**config.mk**
```make
export PLATFORM = sky130hd
export DESIGN_NAME = sramlike_axi_arbiter
export DESIGN_NICKNAME = d
export VERILOG_FILES = /design/src/rtl/sramlike_axi_arbiter_pkg.sv /design/src/rtl/sramlike_wstrb_gen.sv /design/src/rtl/sramlike_axi_arbiter.sv
export SDC_FILE = /design/constraint.sdc
export NUM_CORES = 1
export LEC_CHECK = 0
export ABC_AREA = 1
export CORE_AREA = 5 5 134 136
export DETAILED_ROUTE_END_ITERATION = 8
export DIE_AREA = 0 0 139 141
export GPL_TIMING_DRIVEN = 0
export PLACE_DENSITY = 0.72
export SYNTH_ARGS = -nofsm -noshare
export SYNTH_HDL_FRONTEND = slang
export SYNTH_SLANG_ARGS = --single-unit
```
**constraint.sdc**
```tcl
create_clock -name clk -period 5.3 [get_ports clk]
set_clock_uncertainty 0.1 [all_clocks]
set_input_delay 1.06 -clock clk [delete_from_list [all_inputs] [get_ports clk]]
set_output_delay 1.06 -clock clk [all_outputs]
set_load 0.02 [all_outputs]
```
**src/rtl/sramlike_axi_arbiter_pkg.sv**
```systemverilog
// Shared definitions for the SRAM-like to AXI bridge: FSM states, size codes,
// default AXI IDs and the latched transaction record.
package sramlike_axi_arbiter_pkg;

    typedef enum logic [2:0] {
        ST_IDLE,
        ST_RD_ADDR,
        ST_RD_DATA,
        ST_WR_ADDR,
        ST_WR_RESP
    } state_t;

    localparam logic [1:0] SIZE_BYTE = 2'd0;
    localparam logic [1:0] SIZE_HALF = 2'd1;
    localparam logic [1:0] SIZE_WORD = 2'd2;

    localparam logic [3:0] INST_ID_DEFAULT = 4'd0;
    localparam logic [3:0] DATA_ID_DEFAULT = 4'd1;

    typedef struct packed {
        logic        owner_data;
        logic        wr;
        logic [1:0]  size;
        logic [31:0] addr;
        logic [31:0] wdata;
    } txn_t;

endpackage

```
**src/rtl/sramlike_wstrb_gen.sv**
```systemverilog
// Byte-lane write strobe from access size and the low address bits.
module sramlike_wstrb_gen
    import sramlike_axi_arbiter_pkg::*;
(
    input  logic [1:0] size,
    input  logic [1:0] addr_lo,
    output logic [3:0] wstrb
);

    always_comb begin
        wstrb = 4'b1111;
        case (size)
            SIZE_BYTE: wstrb = 4'b0001 << addr_lo;
            SIZE_HALF: wstrb = 4'b0011 << {addr_lo[1], 1'b0};
            default:   wstrb = 4'b1111;
        endcase
    end

endmodule

```
**src/rtl/sramlike_axi_arbiter.sv**
```systemverilog
// Two SRAM-like masters (inst read-only, data read/write) bridged onto one AXI
// port with a single outstanding transaction; the data side has priority.
module sramlike_axi_arbiter
    import sramlike_axi_arbiter_pkg::*;
#(
    parameter logic [3:0] INST_ID = INST_ID_DEFAULT,
    parameter logic [3:0] DATA_ID = DATA_ID_DEFAULT
) (
    input  logic        clk,
    input  logic        reset,
    input  logic        inst_req,
    input  logic [31:0] inst_addr,
    output logic        inst_addr_ok,
    output logic        inst_data_ok,
    output logic [31:0] inst_rdata,
    input  logic        data_req,
    input  logic        data_wr,
    input  logic [1:0]  data_size,
    input  logic [31:0] data_addr,
    input  logic [31:0] data_wdata,
    output logic        data_addr_ok,
    output logic        data_data_ok,
    output logic [31:0] data_rdata,
    output logic [3:0]  arid,
    output logic [31:0] araddr,
    output logic [7:0]  arlen,
    output logic [2:0]  arsize,
    output logic        arvalid,
    input  logic        arready,
    input  logic [3:0]  rid,
    input  logic [31:0] rdata,
    input  logic        rlast,
    input  logic        rvalid,
    output logic        rready,
    output logic [3:0]  awid,
    output logic [31:0] awaddr,
    output logic [7:0]  awlen,
    output logic [2:0]  awsize,
    output logic        awvalid,
    input  logic        awready,
    output logic [31:0] wdata,
    output logic [3:0]  wstrb,
    output logic        wlast,
    output logic        wvalid,
    input  logic        wready,
    input  logic [3:0]  bid,
    input  logic        bvalid,
    output logic        bready
);

    state_t state, state_nxt;
    txn_t   txn;
    logic   aw_done, w_done;
    logic   aw_hs, w_hs, grant;
    logic   unused_ids;

    // Single outstanding transaction: response IDs carry no routing information.
    assign unused_ids = ^{rid, bid};

    assign data_addr_ok = (state == ST_IDLE) & data_req;
    assign inst_addr_ok = (state == ST_IDLE) & inst_req & ~data_req;
    assign grant        = data_addr_ok | inst_addr_ok;

    always_ff @(posedge clk) begin
        if (reset) begin
            state   <= ST_IDLE;
            aw_done <= 1'b0;
            w_done  <= 1'b0;
        end else begin
            state <= state_nxt;
            if (state == ST_IDLE) begin
                aw_done <= 1'b0;
                w_done  <= 1'b0;
            end else if (state == ST_WR_ADDR) begin
                aw_done <= aw_done | aw_hs;
                w_done  <= w_done | w_hs;
            end
        end
    end

    // Payload holds from grant until the next grant, so AXI fields stay stable
    // whatever the requesters do meanwhile.
    always_ff @(posedge clk) begin
        if (grant) begin
            txn.owner_data <= data_req;
            txn.wr         <= data_req & data_wr;
            txn.size       <= data_req ? data_size : SIZE_WORD;
            txn.addr       <= data_req ? data_addr : inst_addr;
            txn.wdata      <= data_wdata;
        end
    end

    always_comb begin
        state_nxt = state;
        case (state)
            ST_IDLE: begin
                if (data_req)      state_nxt = data_wr ? ST_WR_ADDR : ST_RD_ADDR;
                else if (inst_req) state_nxt = ST_RD_ADDR;
            end
            ST_RD_ADDR: if (arready)          state_nxt = ST_RD_DATA;
            ST_RD_DATA: if (rvalid && rlast)  state_nxt = ST_IDLE;
            ST_WR_ADDR: if ((aw_done | aw_hs) && (w_done | w_hs)) state_nxt = ST_WR_RESP;
            ST_WR_RESP: if (bvalid)           state_nxt = ST_IDLE;
            default:                          state_nxt = ST_IDLE;
        endcase
    end

    assign arvalid = (state == ST_RD_ADDR);
    assign arid    = txn.owner_data ? DATA_ID : INST_ID;
    assign araddr  = txn.addr;
    assign arsize  = {1'b0, txn.size};
    assign arlen   = 8'd0;
    assign rready  = (state == ST_RD_DATA);

    assign awvalid = (state == ST_WR_ADDR) & ~aw_done;
    assign wvalid  = (state == ST_WR_ADDR) & ~w_done;
    assign aw_hs   = awvalid & awready;
    assign w_hs    = wvalid & wready;
    assign awid    = DATA_ID;
    assign awaddr  = txn.addr;
    assign awsize  = {1'b0, txn.size};
    assign awlen   = 8'd0;
    assign wdata   = txn.wdata;
    assign wlast   = 1'b1;
    assign bready  = (state == ST_WR_RESP);

    sramlike_wstrb_gen u_wstrb (
        .size    (txn.size),
        .addr_lo (txn.addr[1:0]),
        .wstrb   (wstrb)
    );

    assign inst_data_ok = rready & rvalid & rlast & ~txn.owner_data;
    assign data_data_ok = (rready & rvalid & rlast & txn.owner_data) | (bready & bvalid);
    assign inst_rdata   = rdata;
    assign data_rdata   = rdata;

endmodule

```
; ---- Word level (Yosys, flattened, before mapping)
; Index checks and enable logic that the tools add are counted.
[totals]
reg_bits = 72
latchBits = 0
mem_bits_rw = 0
rom_bits = 0
in_bits = 149
out_inout_bits = 204
elab_cells = 56
memories = 0
[op_classes]
n_addsub = 0
n_mul = 0
div = 0
n_lt_le_gt_ge = 0
eq_ne = 10
shift = 2
n_mux = 11
n_bitwise = 20
n_reduce_logical = 6
[ops]
columns = op, count
row1 = 32-bit 2-to-1 mux, 1
row2 = 3-bit 2-to-1 mux, 6
row3 = 3-bit case mux with 5 select lines, 1
row4 = 1-bit AND, 12
row5 = 4-bit case mux with 2 select lines, 1
row6 = 3-bit by 2-bit == test with 1-bit output (second input constant), 2
row7 = 2-bit by 1-bit inequality test with 1-bit output (second input constant), 3
row8 = 5-bit AND reduction, 1
row9 = 1-bit NOT, 4
row10 = 1-bit bitwise OR, 4
row11 = 1-bit by 2-bit left shift with 4-bit output (first input constant), 1
row12 = 2-bit by 2-bit left shift with 4-bit output (first input constant), 1
row13 = 3-bit by 1-bit == test with 1-bit output (second input constant), 1
row14 = 3-bit == test (second input constant), 1
row15 = 3-bit logical NOT, 1
row16 = 3-bit inequality test (second input constant), 1
row17 = 2-bit by 1-bit == test with 1-bit output (second input constant), 1
row18 = 1-bit logical AND, 2
row19 = 2-bit logical NOT, 1
row20 = 2-bit 2-to-1 mux, 1
row21 = 2-bit inequality test (second input constant), 1
row22 = 2-bit OR reduction, 1
row23 = 1-bit 2-to-1 mux, 1

; ---- Longest topological paths before layout
[depth]
depth_word = 7
depth_mapped = 9
ltp_nobuf = 9

; ---- By module
; From an unflattened synthesis, not the netlist that was laid out.
[unflattened]
cells_unflattened = 382
area_unflattened_um2 = 3788.6
[by_module_without_submodules]
columns = module, instances, cells_each, area_per_inst_um2, seq_area_each_um2
row1 = sramlike_axi_arbiter, 1, 370, 3738.6, 2112.0
row2 = sramlike_wstrb_gen, 1, 12, 50.0, 0.0

; ---- Worst setup path before layout
; OpenSTA, ideal clock, no wires.
[synth_timing]
path_kind = input port to flip-flop
startpoint = in data_req
endpoint = reg txn (netlist bit araddr[0]), enable pin
setup_ns = 0.514
t_arrival_ns = 4.683
required_time_ns = 4.686
path_slack_ns = 0.003
cell_stages = 4
n_path_buf = 2
path_cell_list = buf_4 > inv_2 > buf_2 > a21oi_1
[synth_via]
elab_chain_cells = 3
elab_cells_between_ends = 4
classes_between = bitwise (4)
[synth_lines]
columns = item, line_no
row1 = from (decl), sramlike_axi_arbiter.sv:16  ; input logic data_req,
row2 = 1-bit NOT, sramlike_axi_arbiter.sv:61  ; assign inst_addr_ok = (state == ST_IDLE) & inst_req & ~data_req;
row3 = 1-bit AND, sramlike_axi_arbiter.sv:61
row4 = 1-bit bitwise OR *, sramlike_axi_arbiter.sv:62  ; assign grant = data_addr_ok | inst_addr_ok;
row5 = net grant, sramlike_axi_arbiter.sv:54  ; logic aw_hs, w_hs, grant;
row6 = to (decl), sramlike_axi_arbiter.sv:52  ; txn_t txn;
; Mark *: on every way through the listed nets, which the timed path passes. The rest lies on a longest branch.
; A chain may end at the register's enable or synchronous reset.

; ---- Final worst setup path
[layout_timing]
startpoint = in data_req
endpoint = out data_addr_ok
[layout_via]
elab_chain_cells = 1
[layout_lines]
columns = item, line_no
row1 = 1-bit AND, sramlike_axi_arbiter.sv:60  ; assign data_addr_ok = (state == ST_IDLE) & data_req;
row2 = to (decl), sramlike_axi_arbiter.sv:21  ; output logic data_addr_ok,
; No other way between the ends.

==> results by group <==
Route
  – Number of nets still failing antenna checks after routing: 0
  – Drt first pass iters: 4
  – Total wire length after detailed routing: 12,890 um
  – Total via count after detailed routing: 3,362
  – Count of unresolved DRC violations after routing: 0
  – Detailed Route Iter0 Violations: 109
  – Routed WL per cell: 13.83 um
  – Metal1 wirelength: 4926 um
  – Highest metal layer with signal wires: met4
  – Amount of wire on met2 after detailed routing: 6689 um
  – Average vias per placed instance: 3.607
  – Wire length on met3: 1083 um

Min path
  – Worst-case hold path end point: w_done$_SDFFE_PP0N_
  – Class of the worst hold path: register to register
  – Instance count along the most critical hold path: 2
  – Hold wc startpoint: w_done$_SDFFE_PP0N_

Critical path
  – Worst setup SP type: input port
  – CP Max Fanout: 10
  – Required time at the worst-slack endpoint: 4.14 ns
  – Startpoint of the worst-slack reg-to-reg timing path: state[2]$_SDFFE_PP0P_
  – R2R setup slack: 3.07 ns
  – Crit path capture type: output pin
  – Register-to-Register Path Depth: 5
  – Reg-to-Reg End: araddr[19]$_DFFE_PP_
  – Classification of the worst setup path: input port to output pin
  – Beginning of the critical path: data_req
  – Data arrival time of the critical path: 2.91 ns

Global route
  – Overflow after GRT: 0
  – All-Layer GR Usage: 12.36%
  – Initial antenna violation count: 0
  – Maximum number of pins on one net before global-route repair: 28
  – Vias in the first global route: 3,390
  – First-pass GRT wire length: 18,490 um

STA
  – Time the final worst path needs with I/O delays and setup: 4.066 ns
  – Remaining max-slew budget at the tightest pin: 45.64%
  – Fmax: 245.9 MHz
  – Pins Over Slew Limit: 0
  – Setup slack after layout: 1.234 ns
  – Part of the cycle the worst path needs: 76.72%
  – Final-report setup violation count: 0
  – Hold Vio Cnt, Final: 0
  – Setup repair after global routing missed its margin: no
  – Least-Margin Pin Slew: 0.8135 ns

Logic synthesis
  – Post-synth EDFFs: 67
  – Number of cells produced by synthesis: 379
  – Unique masters post-synth: 22
  – Total of flip-flops plus latches after synthesis: 72
  – Proportion of synthesized flip-flops having asynchronous set or reset: 0%
  – Yosys warns: 0
  – Post-synth top cells: 125 x buf_4, 112 x nand2_1, 67 x edfxtp_1
  – Cell with the most instances after synthesis: buf_4
  – Proportion of synthesized chip area in sequential cells: 55.51%
  – Largest area contributor in the synthesized netlist: edfxtp_1
  – Synthesized area: 0.003805 mm^2
  – Area share of the largest cell type after synthesis: 52.88%
  – Most used flip-flop cell after synthesis: edfxtp_1
  – Post-Synthesis Mean Instance Area: 10.04 um^2
  – Cell types with the largest area share after synthesis: edfxtp_1 53%, buf_4 25%, nand2_1 11%, dfxtp_1 2.6%, inv_1 2.0%

Place
  – Detailed placer's ending HPWL: 10,730 um
  – Routability cong.: 0.8138
  – Port-buffer cells: 286
  – Post-Place Setup Slack: 1.168 ns

Run status
  – Run status: finished, final reports clean

Cells and area
  – Share of cells above drive strength 1: 22.07%
  – Count of nets after finishing: 851
  – Multi-input combinational cell area: 739.5 um^2
  – Antenna diode count: 0
  – Layout overhead on the synthesized area: 94.71%
  – Filler cell count in the final layout: 1,605
  – Flip-flop and latch area: 0.002112 mm^2

Clock tree
  – TritonCTS clock tree: built
  – Number of buffers created by CTS: 9
  – Setup Fix Bufs, Post-CTS: 0
  – Skew-Pair Late Insertion Delay: 0.34 ns
  – Depth of the CTS H-tree: 3
  – Cts-stage hold buffer count: 0
  – CTS clk-pin slew, worst paths: 0.07 ns
  – Count of instances resized after the clock tree is built: 0
  – Cell at the root of the clock tree: clkbuf_16
  – Sink Count: 72
  – Clock Path Buffers: 2

Floorplan
  – Top Ports: 353
  – Placeable core area: 0.01682 mm^2
  – Count of standard-cell rows: 48
  – Die Outline Area: 0.01960 mm^2
  – Die boundary height: 141 um
  – Horiz. Die Dim: 139 um
  – Initial Utilization: 22.63%

Pwr
  – Power density relative to cell area: 440.7 mW/mm^2
  – Overall power: 3265 uW
  – Largest vdd supply drop: 0.1808 mV
  – Leak pwr: 0.003202 uW

Flow run
  – # Max-Cap Violations: 0
==> cell families (layout without fill, tap and decap cells) <==
group | Yosys count | after routing | share of synthesized area (%)
other cells | 2 | 26 | 0.1974
buf+inv | 153 | 457 | 27.72
compound gates | 8 | 8 | 1.085
simple gates | 144 | 144 | 15.49
flops | 72 | 72 | 55.51
==> layout make-up <==
type	instances	area share [%]
tap	225	3.800
inverter	21	1.064
clock buffer	9	3.040
clock inverter	7	1.148
buffer	132	13.17
timing repair buffer	288	39.28
multi-input combinational	178	9.981
sequential	72	28.51
==> worst max-delay path: stages <==
cell and delay [ns]:
clkdlybuf4s50_1 0.49, buf_4 0.21, inv_2 0.16, buf_2 0.23
nor2_1 0.11, clkdlybuf4s50_1 0.63
==> metal layers <==
metal	up-vias	GRT usage, %
li1	1699	-
met4	0	4.634
met2	187	22.53
met1	1464	13.49
met3	12	3.833
met5	-	0
==> power by group <==
part | total [uW] | internal [uW] | leakage (uW) | switching [uW]
Clock | 643 | 375 | 0.000146 | 268
Combinational | 1640 | 815 | 0.00237 | 828
Sequential | 979 | 885 | 0.000688 | 93.6
==> flip-flops by register name (all words and copies together) (netlist names) <==
name and cells:
aw_done 1, w_done 1, state 3, wdata 32
araddr 32, txn 1, arsize 2
==> how the worst max path moves through the flow <==
stage                                endpoint  slack, ns
after CTS                        data_addr_ok       1.18
after detailed placement         data_addr_ok       1.17
final                            data_addr_ok       1.23
after global routing             data_addr_ok       1.10
after global placement    wdata[31]$_DFFE_PP_      -2.42
after floorplan           araddr[0]$_DFFE_PP_      0.003
==> cell usage in the layout, fill, tap and decap left out, types with 2 or more instances in the layout <==
master	netlist	routed
buf_2	3	3
edfxtp_1	67	67
clkinvlp_4	0	2
clkdlybuf4s50_1	0	286
clkbuf_16	0	9
nand2_2	2	2
conb_1	2	26
nor2_1	17	17
nand3_1	3	3
buf_4	125	125
clkbuf_1	3	3
inv_6	0	2
nand2_1	112	112
inv_8	0	2
nand3_2	2	2
nor2_4	2	2
inv_1	20	20
dfxtp_1	5	5
o21ai_0	5	5
nor3_1	3	3
==> stage by stage <==
step                      area [um^2]  util [%]  cells  setup TNS [ns]  hold WS, ns
after detailed placement         7098     42.21    916               0       0.3927
after floorplan                  3895         -    403               0       0.3591
after global routing             7408     44.06    932               0       0.4557
final                            7408     44.06    932               0       0.4079
after CTS                        7408     44.06    932               0       0.4086
after global placement           7039     41.86    914         -161.78       0.3754
No activity file was read; power rests on OpenSTA's default activity.
